==> config.mk <==
export PLATFORM = sky130hd
export DESIGN_NAME = gate_bist_flat
export DESIGN_NICKNAME = d
export VERILOG_FILES = /design/src/rtl/gate_bist_if.sv /design/src/rtl/gate_bist.sv /design/src/flat_wrapper.sv
export SDC_FILE = /design/constraint.sdc
export NUM_CORES = 1
export LEC_CHECK = 0
export BUFFER_PORTS_ARGS = -buffer_cell sky130_fd_sc_hd__buf_2
export CAP_MARGIN = 20
export CORE_ASPECT_RATIO = 1.75
export CORE_MARGIN = 2
export CORE_UTILIZATION = 44
export CTS_CLUSTER_DIAMETER = 60
export DETAILED_ROUTE_END_ITERATION = 16
export PLACE_DENSITY = 0.72
export SETUP_SLACK_MARGIN = 0.4
export SLEW_MARGIN = 15
export SYNTH_ARGS = -nofsm -noshare
export SYNTH_HDL_FRONTEND = slang
export SYNTH_SLANG_ARGS = --single-unit
==> constraint.sdc <==
create_clock -name clk -period 4.8 [get_ports clk]
set_input_delay 0.48 -clock clk [delete_from_list [all_inputs] [get_ports clk]]
set_output_delay 0.48 -clock clk [all_outputs]
set_load 0.01 [all_outputs]
==> src/rtl/gate_bist_if.sv <==
// Operand/result bundle between the gate BIST engine (master) and the gate under test (slave).
interface gate_bist_if #(
    parameter int WIDTH = 1
);
    logic [WIDTH-1:0] stim_a;
    logic [WIDTH-1:0] stim_b;
    logic [WIDTH-1:0] dut_x;

    modport master (output stim_a, output stim_b, input dut_x);
    modport slave  (input stim_a, input stim_b, output dut_x);
endinterface

==> src/rtl/gate_bist.sv <==
// Purpose: LFSR-driven stimulus and checker for a WIDTH-bit two-input logic gate.
// Latency: vector k is issued in cycle k+1 after start and checked LATENCY cycles later.
// Backpressure: none; one vector per clock, start is ignored while a run is in flight.
module gate_bist #(
    parameter int          WIDTH       = 1,
    parameter int          NUM_VECTORS = 20,
    parameter int          LATENCY     = 0,
    parameter logic [31:0] SEED        = 32'hACE1_0001
) (
    input  logic               clk,
    input  logic               rst_n,
    input  logic               start,
    input  logic [2:0]         op_sel,
    gate_bist_if.master        gif,
    output logic               busy,
    output logic               done,
    output logic               pass,
    output logic [15:0]        err_count,
    output logic [19:0]        vec_count,
    output logic [19:0]        first_fail_idx
);

    localparam logic [1:0]  ST_IDLE  = 2'd0;
    localparam logic [1:0]  ST_RUN   = 2'd1;
    localparam logic [1:0]  ST_DRAIN = 2'd2;
    localparam logic [1:0]  ST_DONE  = 2'd3;

    localparam logic [31:0] SEED_EFF = (SEED == 32'h0) ? 32'h1 : SEED;
    localparam logic [31:0] FB_MASK  = 32'h8020_0003;
    localparam logic [19:0] LAST_IDX = 20'(NUM_VECTORS - 1);

    logic [1:0]       state;
    logic [2:0]       op_q;
    logic [31:0]      lfsr;
    logic [31:0]      lfsr_nxt;
    logic [19:0]      issue_idx;
    logic [WIDTH-1:0] stim_a_q;
    logic [WIDTH-1:0] stim_b_q;
    logic [WIDTH-1:0] exp_now;
    logic             vld_now;
    logic [WIDTH-1:0] cmp_exp;
    logic             cmp_vld;
    logic             start_ok;
    logic             last_issue;
    logic             last_cmp;
    logic             mismatch;

    function automatic logic [31:0] lfsr_step(input logic [31:0] l);
        return {1'b0, l[31:1]} ^ (l[0] ? FB_MASK : 32'h0);
    endfunction

    function automatic logic [WIDTH-1:0] gate_fn(input logic [2:0] op,
                                                 input logic [WIDTH-1:0] a,
                                                 input logic [WIDTH-1:0] b);
        case (op)
            3'd0:    return a & b;
            3'd1:    return a | b;
            3'd2:    return ~(a & b);
            3'd3:    return ~(a | b);
            3'd4:    return a ^ b;
            3'd5:    return ~(a ^ b);
            3'd6:    return a;
            default: return ~a;
        endcase
    endfunction

    assign lfsr_nxt   = lfsr_step(lfsr);
    assign start_ok   = start && ((state == ST_IDLE) || (state == ST_DONE));
    assign last_issue = (state == ST_RUN) && (issue_idx == LAST_IDX);
    assign last_cmp   = cmp_vld && (vec_count == LAST_IDX);
    assign mismatch   = cmp_vld && (gif.dut_x != cmp_exp);

    // lfsr always holds the vector currently visible on stim_a/stim_b
    always_ff @(posedge clk or negedge rst_n) begin
        if (!rst_n) begin
            state     <= ST_IDLE;
            op_q      <= 3'd0;
            lfsr      <= SEED_EFF;
            issue_idx <= 20'd0;
            stim_a_q  <= '0;
            stim_b_q  <= '0;
        end else if (start_ok) begin
            state     <= ST_RUN;
            op_q      <= op_sel;
            lfsr      <= SEED_EFF;
            issue_idx <= 20'd0;
            stim_a_q  <= SEED_EFF[WIDTH-1:0];
            stim_b_q  <= SEED_EFF[16 +: WIDTH];
        end else begin
            case (state)
                ST_RUN: begin
                    if (last_issue) begin
                        stim_a_q <= '0;
                        stim_b_q <= '0;
                        state    <= (LATENCY == 0) ? ST_DONE : ST_DRAIN;
                    end else begin
                        lfsr      <= lfsr_nxt;
                        issue_idx <= issue_idx + 20'd1;
                        stim_a_q  <= lfsr_nxt[WIDTH-1:0];
                        stim_b_q  <= lfsr_nxt[16 +: WIDTH];
                    end
                end
                ST_DRAIN: begin
                    if (last_cmp) state <= ST_DONE;
                end
                default: ;
            endcase
        end
    end

    assign exp_now = gate_fn(op_q, stim_a_q, stim_b_q);
    assign vld_now = (state == ST_RUN);

    generate
        if (LATENCY == 0) begin : g_direct
            assign cmp_exp = exp_now;
            assign cmp_vld = vld_now;
        end else begin : g_pipe
            logic [WIDTH-1:0] exp_pipe [LATENCY];
            logic             vld_pipe [LATENCY];

            always_ff @(posedge clk or negedge rst_n) begin
                if (!rst_n) begin
                    for (int i = 0; i < LATENCY; i++) begin
                        exp_pipe[i] <= '0;
                        vld_pipe[i] <= 1'b0;
                    end
                end else begin
                    exp_pipe[0] <= exp_now;
                    vld_pipe[0] <= vld_now;
                    for (int i = 1; i < LATENCY; i++) begin
                        exp_pipe[i] <= exp_pipe[i-1];
                        vld_pipe[i] <= vld_pipe[i-1];
                    end
                end
            end

            assign cmp_exp = exp_pipe[LATENCY-1];
            assign cmp_vld = vld_pipe[LATENCY-1];
        end
    endgenerate

    // compares arrive in issue order, so vec_count is the index of the vector being checked
    always_ff @(posedge clk or negedge rst_n) begin
        if (!rst_n) begin
            err_count      <= 16'd0;
            vec_count      <= 20'd0;
            first_fail_idx <= 20'd0;
        end else if (start_ok) begin
            err_count      <= 16'd0;
            vec_count      <= 20'd0;
            first_fail_idx <= 20'd0;
        end else if (cmp_vld) begin
            vec_count <= vec_count + 20'd1;
            if (mismatch) begin
                if (err_count != 16'hFFFF) err_count <= err_count + 16'd1;
                if (err_count == 16'd0)    first_fail_idx <= vec_count;
            end
        end
    end

    assign gif.stim_a = stim_a_q;
    assign gif.stim_b = stim_b_q;
    assign busy       = (state == ST_RUN) || (state == ST_DRAIN);
    assign done       = (state == ST_DONE);
    assign pass       = done && (err_count == 16'd0);

endmodule

==> src/flat_wrapper.sv <==
// flat-port wrapper written by rule: the top's interface ports become plain ports
module gate_bist_flat 
#(
    parameter int          WIDTH       = 1,
    parameter int          NUM_VECTORS = 20,
    parameter int          LATENCY     = 0,
    parameter logic [31:0] SEED        = 32'hACE1_0001
)
  (clk, rst_n, start, op_sel, busy, done, pass, err_count, vec_count, first_fail_idx, gif_stim_a, gif_stim_b, gif_dut_x);
  gate_bist_if #(.WIDTH(WIDTH)) gif_i ();
  input  logic clk;
  input  logic rst_n;
  input  logic start;
  input  logic [2:0] op_sel;
  output logic busy;
  output logic done;
  output logic pass;
  output logic [15:0] err_count;
  output logic [19:0] vec_count;
  output logic [19:0] first_fail_idx;
  output wire logic [$bits(gif_i.stim_a)-1:0] gif_stim_a;
  output wire logic [$bits(gif_i.stim_b)-1:0] gif_stim_b;
  input wire logic [$bits(gif_i.dut_x)-1:0] gif_dut_x;
  assign gif_stim_a = gif_i.stim_a;
  assign gif_stim_b = gif_i.stim_b;
  assign gif_i.dut_x = gif_dut_x;
  gate_bist #(.WIDTH(WIDTH), .NUM_VECTORS(NUM_VECTORS), .LATENCY(LATENCY), .SEED(SEED)) u_core (.clk(clk), .rst_n(rst_n), .start(start), .op_sel(op_sel), .gif(gif_i), .busy(busy), .done(done), .pass(pass), .err_count(err_count), .vec_count(vec_count), .first_fail_idx(first_fail_idx));
endmodule
* Word-level counts from Yosys, hierarchy flattened
Cells that the tools add are included.
** Storage, ports and cells
- Bits in registers :: 115
- Input port bits :: 7
- Output and inout port bits :: 61
- Word-level logic and storage cells :: 83
** Cells by class
- $add $sub $neg :: 3
- Equality and inequality tests :: 16
- Mux-type cells :: 28
- Bitwise gates (word level) :: 8
- Reductions and logical operators :: 19
** Operators with widths (count)
- 20-bit two-way mux :: 9
- 32-bit two-way mux :: 4
- 16-bit two-way mux :: 4
- 20-bit by 1-bit adder with 20-bit output, second input constant :: 2
- 20-bit by 5-bit == test with 1-bit output, second input constant :: 2
- 31-bit by 32-bit XOR with 32-bit output :: 1
- 16-bit by 1-bit adder with 16-bit output, second input constant :: 1
- 16-bit zero test :: 1
- 16-bit inequality test, second input constant :: 1
- 3-bit == test, second input constant :: 3
- 3-bit AND reduction :: 3
- 2-bit nonzero test :: 4
- 1-bit case mux with 7 select lines :: 1
- 3-bit by 2-bit == test with 1-bit output, second input constant :: 2
- 1-bit two-way mux :: 6
- 2-bit two-way mux :: 3
- 1-bit logical AND :: 5
- 2-bit == test, second input constant :: 2
- 1-bit NOT :: 4
- 2-bit case mux with 2 select lines :: 1
- 3-bit by 1-bit == test with 1-bit output, second input constant :: 1
- 3-bit zero test :: 1
- 3-bit by 1-bit inequality test with 1-bit output, second input constant :: 1
- 3-bit inequality test, second input constant :: 1
- other kinds (10) :: 11

* Logic depth before layout (Yosys ltp)
- Word-level depth :: 8
- Gate-level depth with buffers :: 10
- Gate-level depth less buffers :: 8

* Worst setup path after synthesis
Ideal clock, no wire load.
- Path kind :: flip-flop to flip-flop
- Start :: register u_core.stim_b_q, in the netlist u_core.gif.stim_b
- End :: register u_core.err_count[9]
- Library setup time :: 0.078 ns
- Arrival :: 1.934 ns
- Data required time :: 4.722 ns
- Path slack :: 2.788 ns
- Stages on the path, launching flop included :: 10
- Path buffers :: 1
- Clock period less this slack :: 2.012 ns
- Cell sequence :: dfrtp_1 inv_1 ha_1 mux2i_1 xnor2_1 and3_1 o21ai_2 buf_6 or3_1 a21oi_1
** Between the ends
- Cells in the longest elaborated chain, start to end :: 7
- Elaborated cells on any way between the ends :: 11
- Those cells by class :: 1 x eq/ne; 1 x mux; 6 x bitwise; 3 x reduce/logical
** RTL lines
- start: declaration :: line gate_bist.sv:38 : logic [WIDTH-1:0] stim_b_q;
- start signal: assignment :: line gate_bist.sv:88 : stim_b_q <= SEED_EFF[16 +: WIDTH];
- start signal: assignment :: line gate_bist.sv:100 : stim_b_q <= lfsr_nxt[16 +: WIDTH];
- 1-bit XOR (tied with other cells) :: line gate_bist.sv:60, gate_bist.sv:61
- 1-bit NOT (on tied branches) :: line gate_bist.sv:61, gate_bist.sv:58, gate_bist.sv:59
- 1-bit case mux with 7 select lines * :: line gate_bist.sv:55 : case (op)
- 1-bit inequality test * :: line gate_bist.sv:71 : assign mismatch = cmp_vld && (gif.dut_x != cmp_exp);
- 1-bit logical AND * :: line gate_bist.sv:71
- 2-bit nonzero test (no source line) *
- 3-bit AND reduction (no source line) *
- end signal: assignment :: line gate_bist.sv:156 : if (err_count != 16'hFFFF) err_count <= err_count + 16'd1;
- end: declaration :: line gate_bist.sv:18 : output logic [15:0] err_count,
Every way passes the cells marked *; elsewhere a longest branch is shown, timed or not.
A chain may end at the register's enable or synchronous reset.

* Final worst setup path
- Start :: register u_core.state[1]
- End :: register u_core.issue_idx[15]
** Between the ends
- Cells in the longest elaborated chain, start to end :: 5
- Elaborated cells on any way between the ends :: 10
- Those cells by class :: 3 x eq/ne; 1 x mux; 6 x reduce/logical
** RTL lines
- start: declaration :: line gate_bist.sv:32 : logic [1:0] state;
- start signal: assignment :: line gate_bist.sv:95 : state <= (LATENCY == 0) ? ST_DONE : ST_DRAIN;
- 2-bit == test / 2-bit zero test (equally long branches) :: line gate_bist.sv:68 : assign start_ok = start && ((state == ST_IDLE) || (state == ST_DONE));
- 1-bit logical OR :: line gate_bist.sv:68
- 1-bit logical AND :: line gate_bist.sv:68
- 2-bit by 1-bit inequality test with 1-bit output (no source line) / 2-bit nonzero test (equally long branches)
- 2-bit AND reduction (no source line)
- end signal: assignment :: line gate_bist.sv:98 : issue_idx <= issue_idx + 20'd1;
- end: declaration :: line gate_bist.sv:36 : logic [19:0] issue_idx;
Parallel ways exist; a longest one is shown, timed or not.

==> impl_metrics.tcl <==
set metrics [dict create \
    outcome "finished clean" \
    hpwl_um 8050 \
    io_pins 68 \
    crit_family "simple AND/OR/NAND/NOR gates" \
    slew_headroom_pct 40.8 \
    critPathMostFrequentCell "buf_4" \
    grtUsageTotal_pct 19.5 \
    cts.sinks 115 \
    hold_viol_final 0 \
    fp.dieArea_sq_um 13400 \
    vdd.ir_drop.worst_uv 291 \
    cp-start-kind "register" \
    wirelength_um 12200 \
    yosysWarnings 0 \
    critPathKind "register to register" \
    critPathArrivalTime_ps 2940 \
    fp.dieH_um 152 \
    power.density_nw_per_um2 566 \
    worst_path_max_delay_cell "o31a_1" \
    synth_seq_cells 115 \
    rsz0062_at_grt "false" \
    holdWs_ps 192 \
    post_drt_via_cell_ratio 5.38 \
    postLayoutCoreUtil_pct 52.7 \
    fin_tns_setup_ps 0 \
    antenna_cells 0 \
    async_reset_ff_share_pct 100 \
    tightest_slew_ps 888 \
    max_stage_delay_ps 470 \
    area.growth.synth_to_final_pct 18.4 \
    drive_gt1_share_pct 19.3 \
    maxSlewViolCount 0 \
    post-cts-setup-buffers 0 \
    h-tree-depth 4 \
    dr.pass1.iters 6 \
    num_vias 4473 \
    antenna_found_initial 0 \
    min_period_over_period_pct 55.6 \
    core_area_sq_um 12400 \
    ctsResizeCount 0 \
    syn_area_sq_um 5500 \
    ys_seq_area_share_pct 52.5 \
    rows 54 \
    cp_num_cells 10 \
    fin_nets 667 \
    cts_hold_buf 0 \
    hold_path_class "primary input to async pin" \
    endpoint_kind "register" \
    cts_tree "done" \
    drtIter0Drc 294 \
    syn_inst 590 \
    fin_crit_ps 2670 \
    syn-num-nets 606 \
    cts_buffer_depth 2 \
    drc 0 \
    drv_cap 0 \
    clk_latency_ps 420 \
    synth_cell_type_count 51 \
    synth_edf_count 0 \
    grt_pass1_vias 4392 \
    final.setup_skew_ps 11.1 \
    seq_area_sq_um 2890 \
    r2r_cells 10 \
    path_cells "inv_1, ha_1, buf_4, nor4bb_1, nand2_1, o31a_1, buf_4, and4_1, xnor2_1, nor2_1" \
    place_congestion 0.789 \
    initial_utilization_pct 44.5 \
    finalNonFillerCells 832 \
    fmax_mhz 375 \
    cts.clk_slew.worst_paths_ps 60 \
    cts_made_buffers 17 \
    grt_max_degree 80 \
    grt_overflow 0 \
    synth_area_per_cell_sq_um 9.32 \
    die_x_um 88.5 \
    final_antenna_net_count 0 \
    cp.required_ps 5070 \
    crit_buf_inv 3 \
    report.power.total_w 0.00369 \
    routedWlPerCell_um 14.7 \
    multi_input_area_sq_um 2390 \
    setup_violations 0 \
    ys.flop_type "dfrtp_1" \
    cts_root_buf "clkbuf_16" \
    p_leak_nw 3.01 \
    fillers 1121 \
    placedCellCount 800 \
    grt_pass1_wl_um 20900 \
    crit_fanout 30 \
    io_buffer_count 67 \
]
-- synth_stat cells (2+ instances only) --
cell type / instances / area [sq um]
a21oi_1: 41 / 205
and3_1: 8 / 50.1
and4_1: 2 / 17.5
buf_2: 7 / 35.0
buf_6: 6 / 67.6
clkbuf_1: 16 / 60.1
dfrtp_1: 106 / 2650
dfstp_2: 9 / 236
ha_1: 9 / 113
inv_1: 15 / 56.3
mux2i_1: 2 / 20.0
nand2_1: 117 / 439
nand3_1: 43 / 215
nand4_1: 18 / 113
nor2_1: 46 / 173
nor3_1: 4 / 20.0
nor4_1: 9 / 56.3
o211ai_1: 6 / 45.0
o21a_1: 4 / 30.0
o21ai_0: 33 / 165
o21ai_1: 4 / 20.0
o31ai_1: 4 / 30.0
or3_1: 14 / 87.6
or4_1: 4 / 30.0
xnor2_1: 15 / 131
xor2_1: 23 / 201
-- through the flow --
stage | setup slack [ps] | instance area, sq um
3_3_place_gp | 2220 | 5930
4_1_cts | 2140 | 6500
6_report | 2130 | 6510
5_1_grt | 1940 | 6510
2_1_floorplan | 2790 | 5500
3_5_place_dp | 2140 | 5930
-- state kept, by name, indices dropped and copies added (netlist names) --
name                   cells
u_core.state               2
u_core.gif.stim_a          1
u_core.gif.stim_b          1
u_core.op_q                3
u_core.first_fail_idx     20
u_core.vec_count          20
u_core.issue_idx          20
u_core.lfsr               32
u_core.err_count          16
-- cell usage in the layout (no fill, tap or decap), types with 2 or more instances in the layout --
cell and count:
buf_4 7, nor2_1 46, nor3_1 4, clkbuf_16 17, ha_1 9, nor4_1 9, and4_1 2, and3_1 8
o21a_1 4, xnor2_1 15, nand4_1 18, mux2i_1 2, o21ai_1 4, or3_1 14, nand3_1 43, nand2_1 116
dfrtp_1 106, inv_6 11, buf_2 66, o21ai_0 33, xor2_1 23, or4_1 4, a21oi_1 41, inv_1 15
dfstp_2 9, o211ai_1 6, o31ai_1 4
-- logic make-up after synthesis --
family	after synthesis	synth area share, %
DFF	115	52.5
AOI/OAI and AO/OA	101	10.7
adders and majority gates	9	2.05
muxes	2	0.364
buffers and inverters	46	4.19
and+or+nand+nor	279	24.1
xor gates and xnor gates	38	6.05
-- where the power goes --
group	internal [W]	switching, W	total (W)
sequential	0.00123	0.000198	0.00143
combinational	0.000372	0.000647	0.00102
clock	0.000733	0.000505	0.00124
-- layer usage --
layer / global-route usage [%] / up-vias / part of all wire [%]
met1: 23.0 / 2181 / 40
met4: 8.15 / 0 / 2.4
met5: 0 / - / 0
met2: 33.0 / 108 / 53
li1: - / 2156 / -
met3: 5.11 / 28 / 4.0
-- cell type report --
cell class,count,area share [%]
Inverter,15,0.865
Tap cell,168,3.23
Clock inverter,15,2.36
Sequential cell,115,44.4
Timing Repair Buffer,73,5.88
Multi-Input combinational cell,429,36.7
Clock buffer,17,6.53
-- worst paths after layout --
check                                            start                               end  slack [ps]
max                        u_core.state[1]$_DFFE_PN0P_  u_core.issue_idx[15]$_DFFE_PN0P_        2130
min                                              rst_n   u_core.err_count[2]$_DFFE_PN0P_         190
max reg2reg                u_core.state[1]$_DFFE_PN0P_  u_core.issue_idx[15]$_DFFE_PN0P_        2130
min reg2reg                u_core.lfsr[31]$_DFFE_PN1P_       u_core.lfsr[31]$_DFFE_PN1P_         490
max in group asynchronous                        rst_n   u_core.vec_count[3]$_DFFE_PN0N_        3450
min in group clk                             op_sel[1]        u_core.op_q[1]$_DFFE_PN0P_         250
Power figures use the tool's default switching activity.
